[src/rtl/mult_div_unit.sv]
// mult_div_unit: iterative MULT/MULTU/DIV/DIVU unit with architectural HI/LO registers.
// Sign-magnitude core: operands are reduced to magnitudes at start and the signs are reapplied in FIN.
module mult_div_unit #(
    parameter int WIDTH = 32
) (
    input  logic             Clock,
    input  logic             Reset,
    input  logic             Start,
    input  logic [1:0]       Op,
    input  logic [WIDTH-1:0] OperandA,
    input  logic [WIDTH-1:0] OperandB,
    input  logic             WriteHi,
    input  logic             WriteLo,
    input  logic [WIDTH-1:0] WriteData,
    output logic             Busy,
    output logic             Done,
    output logic             DivByZero,
    output logic [WIDTH-1:0] Hi,
    output logic [WIDTH-1:0] Lo
);
    typedef enum logic [1:0] {IDLE, RUN, FIN} stateType;
    stateType state, nextState;
    logic [5:0] count;
    logic isDiv, negQ, negR, startDiv, divZeroIn, divGe;
    logic [WIDTH-1:0] accHi, accLo, opB, magA, magB, divDiff, resHi, resLo;
    logic [WIDTH:0] mulSum, divShift;
    logic [2*WIDTH-1:0] prod;

    always_comb begin
        startDiv = Op[1];
        divZeroIn = Start && startDiv && OperandB == '0;
        magA = (!Op[0] && OperandA[WIDTH-1]) ? -OperandA : OperandA;
        magB = (!Op[0] && OperandB[WIDTH-1]) ? -OperandB : OperandB;
        mulSum = {1'b0, accHi} + (accLo[0] ? {1'b0, opB} : '0);
        divShift = {accHi, accLo[WIDTH-1]};
        divGe = divShift >= {1'b0, opB};
        divDiff = divShift[WIDTH-1:0] - opB;
        prod = negQ ? -{accHi, accLo} : {accHi, accLo};
        resHi = isDiv ? (negR ? -accHi : accHi) : prod[2*WIDTH-1:WIDTH];
        resLo = isDiv ? (negQ ? -accLo : accLo) : prod[WIDTH-1:0];
        nextState = state == IDLE ? (Start ? (divZeroIn ? FIN : RUN) : IDLE)
                  : state == RUN  ? (count == 6'(WIDTH) ? FIN : RUN)
                  : IDLE;
    end

    always_ff @(posedge Clock or posedge Reset) begin
        if (Reset) begin
            state <= IDLE;
            Busy <= 1'b0;
            Done <= 1'b0;
            DivByZero <= 1'b0;
            Hi <= '0;
            Lo <= '0;
            count <= '0;
            isDiv <= 1'b0;
            negQ <= 1'b0;
            negR <= 1'b0;
            accHi <= '0;
            accLo <= '0;
            opB <= '0;
        end else begin
            state <= nextState;
            Busy <= nextState != IDLE;
            Done <= nextState == FIN;
            DivByZero <= state == IDLE && divZeroIn;
            if (state == IDLE) begin
                if (WriteHi) Hi <= WriteData;
                if (WriteLo) Lo <= WriteData;
                if (Start) begin
                    isDiv <= startDiv;
                    negQ <= !Op[0] && (OperandA[WIDTH-1] ^ OperandB[WIDTH-1]);
                    negR <= !Op[0] && OperandA[WIDTH-1];
                    accHi <= '0;
                    accLo <= startDiv ? magA : magB;
                    opB <= startDiv ? magB : magA;
                    count <= '0;
                end
            end
            // multiply: shift-add into {accHi,accLo}; divide: restoring step, quotient bits shift into accLo
            if (state == RUN && count != 6'(WIDTH)) begin
                accHi <= isDiv ? (divGe ? divDiff : divShift[WIDTH-1:0]) : mulSum[WIDTH:1];
                accLo <= isDiv ? {accLo[WIDTH-2:0], divGe} : {mulSum[0], accLo[WIDTH-1:1]};
                count <= count + 6'd1;
            end
            if (state == FIN && !DivByZero) begin
                Hi <= resHi;
                Lo <= resLo;
            end
        end
    end
endmodule

[config.mk]
export PLATFORM = sky130hd
export DESIGN_NAME = mult_div_unit
export DESIGN_NICKNAME = d
export VERILOG_FILES = /design/src/rtl/mult_div_unit.sv
export SDC_FILE = /design/constraint.sdc
export NUM_CORES = 1
export LEC_CHECK = 0
export CORE_MARGIN = 2
export CORE_UTILIZATION = 55
export DETAILED_ROUTE_END_ITERATION = 16
export GPL_TIMING_DRIVEN = 0
export PLACE_DENSITY = 0.78
export SETUP_SLACK_MARGIN = 0.2
export SLEW_MARGIN = 10
export SYNTH_ARGS = -nofsm -noshare
export SYNTH_HDL_FRONTEND = slang
export SYNTH_SLANG_ARGS = --single-unit
[constraint.sdc]
create_clock -name Clock -period 11.2 [get_ports Clock]
set_input_delay 1.12 -clock Clock [delete_from_list [all_inputs] [get_ports Clock]]
set_output_delay 1.12 -clock Clock [all_outputs]
set_load 0.02 [all_outputs]
==> reports/metrics.yaml <==
power:
  ir_worst_vdd_uv: 155
  power_mw: 6.21
  p_leak_nw: 7.06
  sequentialPowerShare_pct: 22.1
  p_sw_share_pct: 52.3
  p_per_area_mw_per_mm2: 354
  combPwrFrac_pct: 67.8
  power.internal_mw: 2.96
  p_clk_share_pct: 10.1
  p_switching_mw: 3.24
grt:
  grt_start_max_net_pins: 111
  grt_pass1_vias: 14500
  grt-ovfl-total: 0
  grt_usage_pct: 37.9
  antenna_found_initial: 0
  grt_pass1_wl_mm: 82.5
sta:
  fin_ws_ps: 6700
  finClkSkew_ps: 15.3
  tightest_slew_ps: 1050
  grt_setup_unrepaired: "false"
  finalCritPeriodShare_pct: 40.2
  slew_headroom_pct: 29.9
  slew_viol_final: 0
  maxClockFrequency_mhz: 222
  finalHoldViolCount: 0
  setup_tns_ps: 0
  setup_viol_count_final: 0
  fin_crit_ps: 4500
final_layout:
  nets: 2187
  fin_area_sq_mm: 0.0176
  area_growth_pct: 18.6
  seq_area_sq_mm: 0.00435
  fillCellCount: 2255
  n_antenna_cell: 0
  final_layout_size_suffix_gt1_share_pct: 3.90
  multi_input_area_sq_mm: 0.00977
  finish.utilization_pct: 65.7
place:
  io_buffers: 168
  dp_hpwl_mm: 42.6
  post-place-ws_ps: 6790
  placed_cell_area_sq_mm: 0.0170
  gp_congestion: 1.03
run:
  cap_viol_max_count: 0
worst_setup_path:
  path_max_fanout: 10
  path_class: "register to register"
  required_ps: 11540
  critPathLaunchType: "register"
  crit_arrival_ps: 4840
  worst_setup_path_end_kind: "register"
route:
  top_layer_used: "met4"
  ant_nets: 0
  drc: 0
  first_iter_violations: 2127
  routed_wl_mm: 54.4
  wl_met2_mm: 23.0
  drt-met1-wl_mm: 22.0
  wl_met3_mm: 5.75
  wire_per_inst_um: 23.0
  drtPass1Iterations: 6
  vias: 15400
  vias_per_cell: 6.51
clock_network:
  clk_transition_reported_paths_ps: 80
  cts_sinks: 174
  cts_tree: "built"
  cts_resized: 0
  cts_buffers: 17
  cts_root_buffer: "clkbuf_16"
  cts_hold_buf: 0
  htreeDepth: 4
  cts_setup_buffers: 0
  clk_latency_ps: 460
  cts_max_path_buffers: 2
floorplan:
  die_h_um: 168
  rows: 60
  dieArea_sq_mm: 0.0282
  core-area_sq_mm: 0.0267
  die_x_um: 168
  start_util_pct: 55.4
  io_pins: 170
yosys:
  ys_types: 77
  syn_inst: 1824
  synth_edf_count: 0
  syn_area_sq_mm: 0.0148
  syn_nets: 1999
  ys_warn_count: 0
  ys_async_sr_fraction_pct: 100
  syn_avg_cell_area_sq_um: 8.12
  synth-main-ff-cell: "dfrtp_1"
  seq_area_frac_synth_pct: 29.4
  ys_ff_latch: 174
min_path:
  hp-class: "register to register"
outcome:
  status: "completed"
[power by group through the flow]
stage	Sequential [mW]	Combinational, mW	Clock [mW]
3_5_place_dp	1.35	4.07	0
4_1_cts	1.34	4.10	0.618
6_report	1.37	4.21	0.625
5_1_grt	1.39	4.56	0.645
3_3_place_gp	1.33	4.00	0
2_1_floorplan	1.34	2.76	0
[cells in the mapped netlist (20+ instances only)]
master | instances | area (sq um)
dfrtp_1 | 174 | 4350
nand3_1 | 41 | 205
xnor2_1 | 101 | 885
nor3_1 | 29 | 145
inv_1 | 72 | 270
o31ai_1 | 24 | 180
o221ai_1 | 28 | 245
a31oi_1 | 25 | 156
clkbuf_1 | 86 | 323
ha_1 | 70 | 876
a21o_1 | 21 | 158
a21oi_1 | 119 | 596
xor2_1 | 72 | 631
a22oi_1 | 20 | 150
nor2_1 | 139 | 522
o21ai_0 | 200 | 1000
nand2_1 | 193 | 724
mux2i_1 | 118 | 1180
[critical path, stage by stage, from the launching register on]
cell      delay (ps)
dfrtp_1          490
inv_1            240
clkbuf_1         490
nor2_1           110
ha_1             420
a21oi_1          140
o21ai_0          310
o21bai_1         130
a22oi_1          580
a21oi_1          280
o311ai_1         660
xnor2_1          190
nor2_1            60
a221o_1          300
[layer usage]
layer	GRT usage, %	vias up
li1	-	6976
met1	51.2	7195
met2	56.8	1036
met3	7.15	204
met4	22.7	0
met5	0	-
[area by class of cell]
type	instances	share of cell area, %
repair buffers	169	9.74
inverters	72	1.58
multi-input cells	1470	55.7
clock inverters	15	1.03
plain buffers	108	2.34
clock buffers	17	2.42
well taps	341	2.43
flip-flops and latches	174	24.8
[registers in the layout, summed over array words and instances (netlist names)]
name       cells
Hi            32
Lo            32
accHi         32
accLo         32
opB           32
count          6
state          2
Busy           1
DivByZero      1
Done           1
isDiv          1
negQ           1
negR           1
[logic make-up after synthesis]
family / synth area share (%)
adders and majority gates: 6.19
xor gates and xnor gates: 10.2
and+or+nand+nor: 17.6
muxes: 8.36
DFF: 29.4
buffers and inverters: 4.61
AOI/OAI and AO/OA: 23.6
[path summary, 6_finish.rpt]
kind,start,to,slack (ps),cells past startpoint
max,accLo[0],accHi[28],6700,13
max in group asynchronous,Reset,accLo[16],9120,3
min in group asynchronous,Reset,Hi[12],1090,2
max reg2reg,accLo[0],accHi[28],6700,13
min reg2reg,count[5],count[5],490,1
min,count[5],count[5],490,1
[per-stage QoR]
stage / hold WS, ps / std cells
2_1_floorplan: 445 / 1824
3_3_place_gp: 466 / 2333
3_5_place_dp: 474 / 2334
4_1_cts: 486 / 2366
5_1_grt: 523 / 2366
6_report: 486 / 2366
[cell usage in the layout, fill, tap and decap left out, drive strengths merged, types with 15 or more instances in the layout]
cell type / count
o21ai: 209
nand2: 193
dfrtp: 174
clkdlybuf4s50: 168
nor2: 141
a21oi: 120
mux2i: 118
clkbuf: 103
xnor2: 101
inv: 78
xor2: 72
ha: 70
nand3: 41
nor3: 29
o221ai: 28
o31ai: 26
a31oi: 25
buf: 23
a21o: 21
a22oi: 20
nor2b: 17
a211oi: 17
nand2b: 16
nor4: 16
nand4: 15
or3: 15
(Power assumes the default switching activity.)
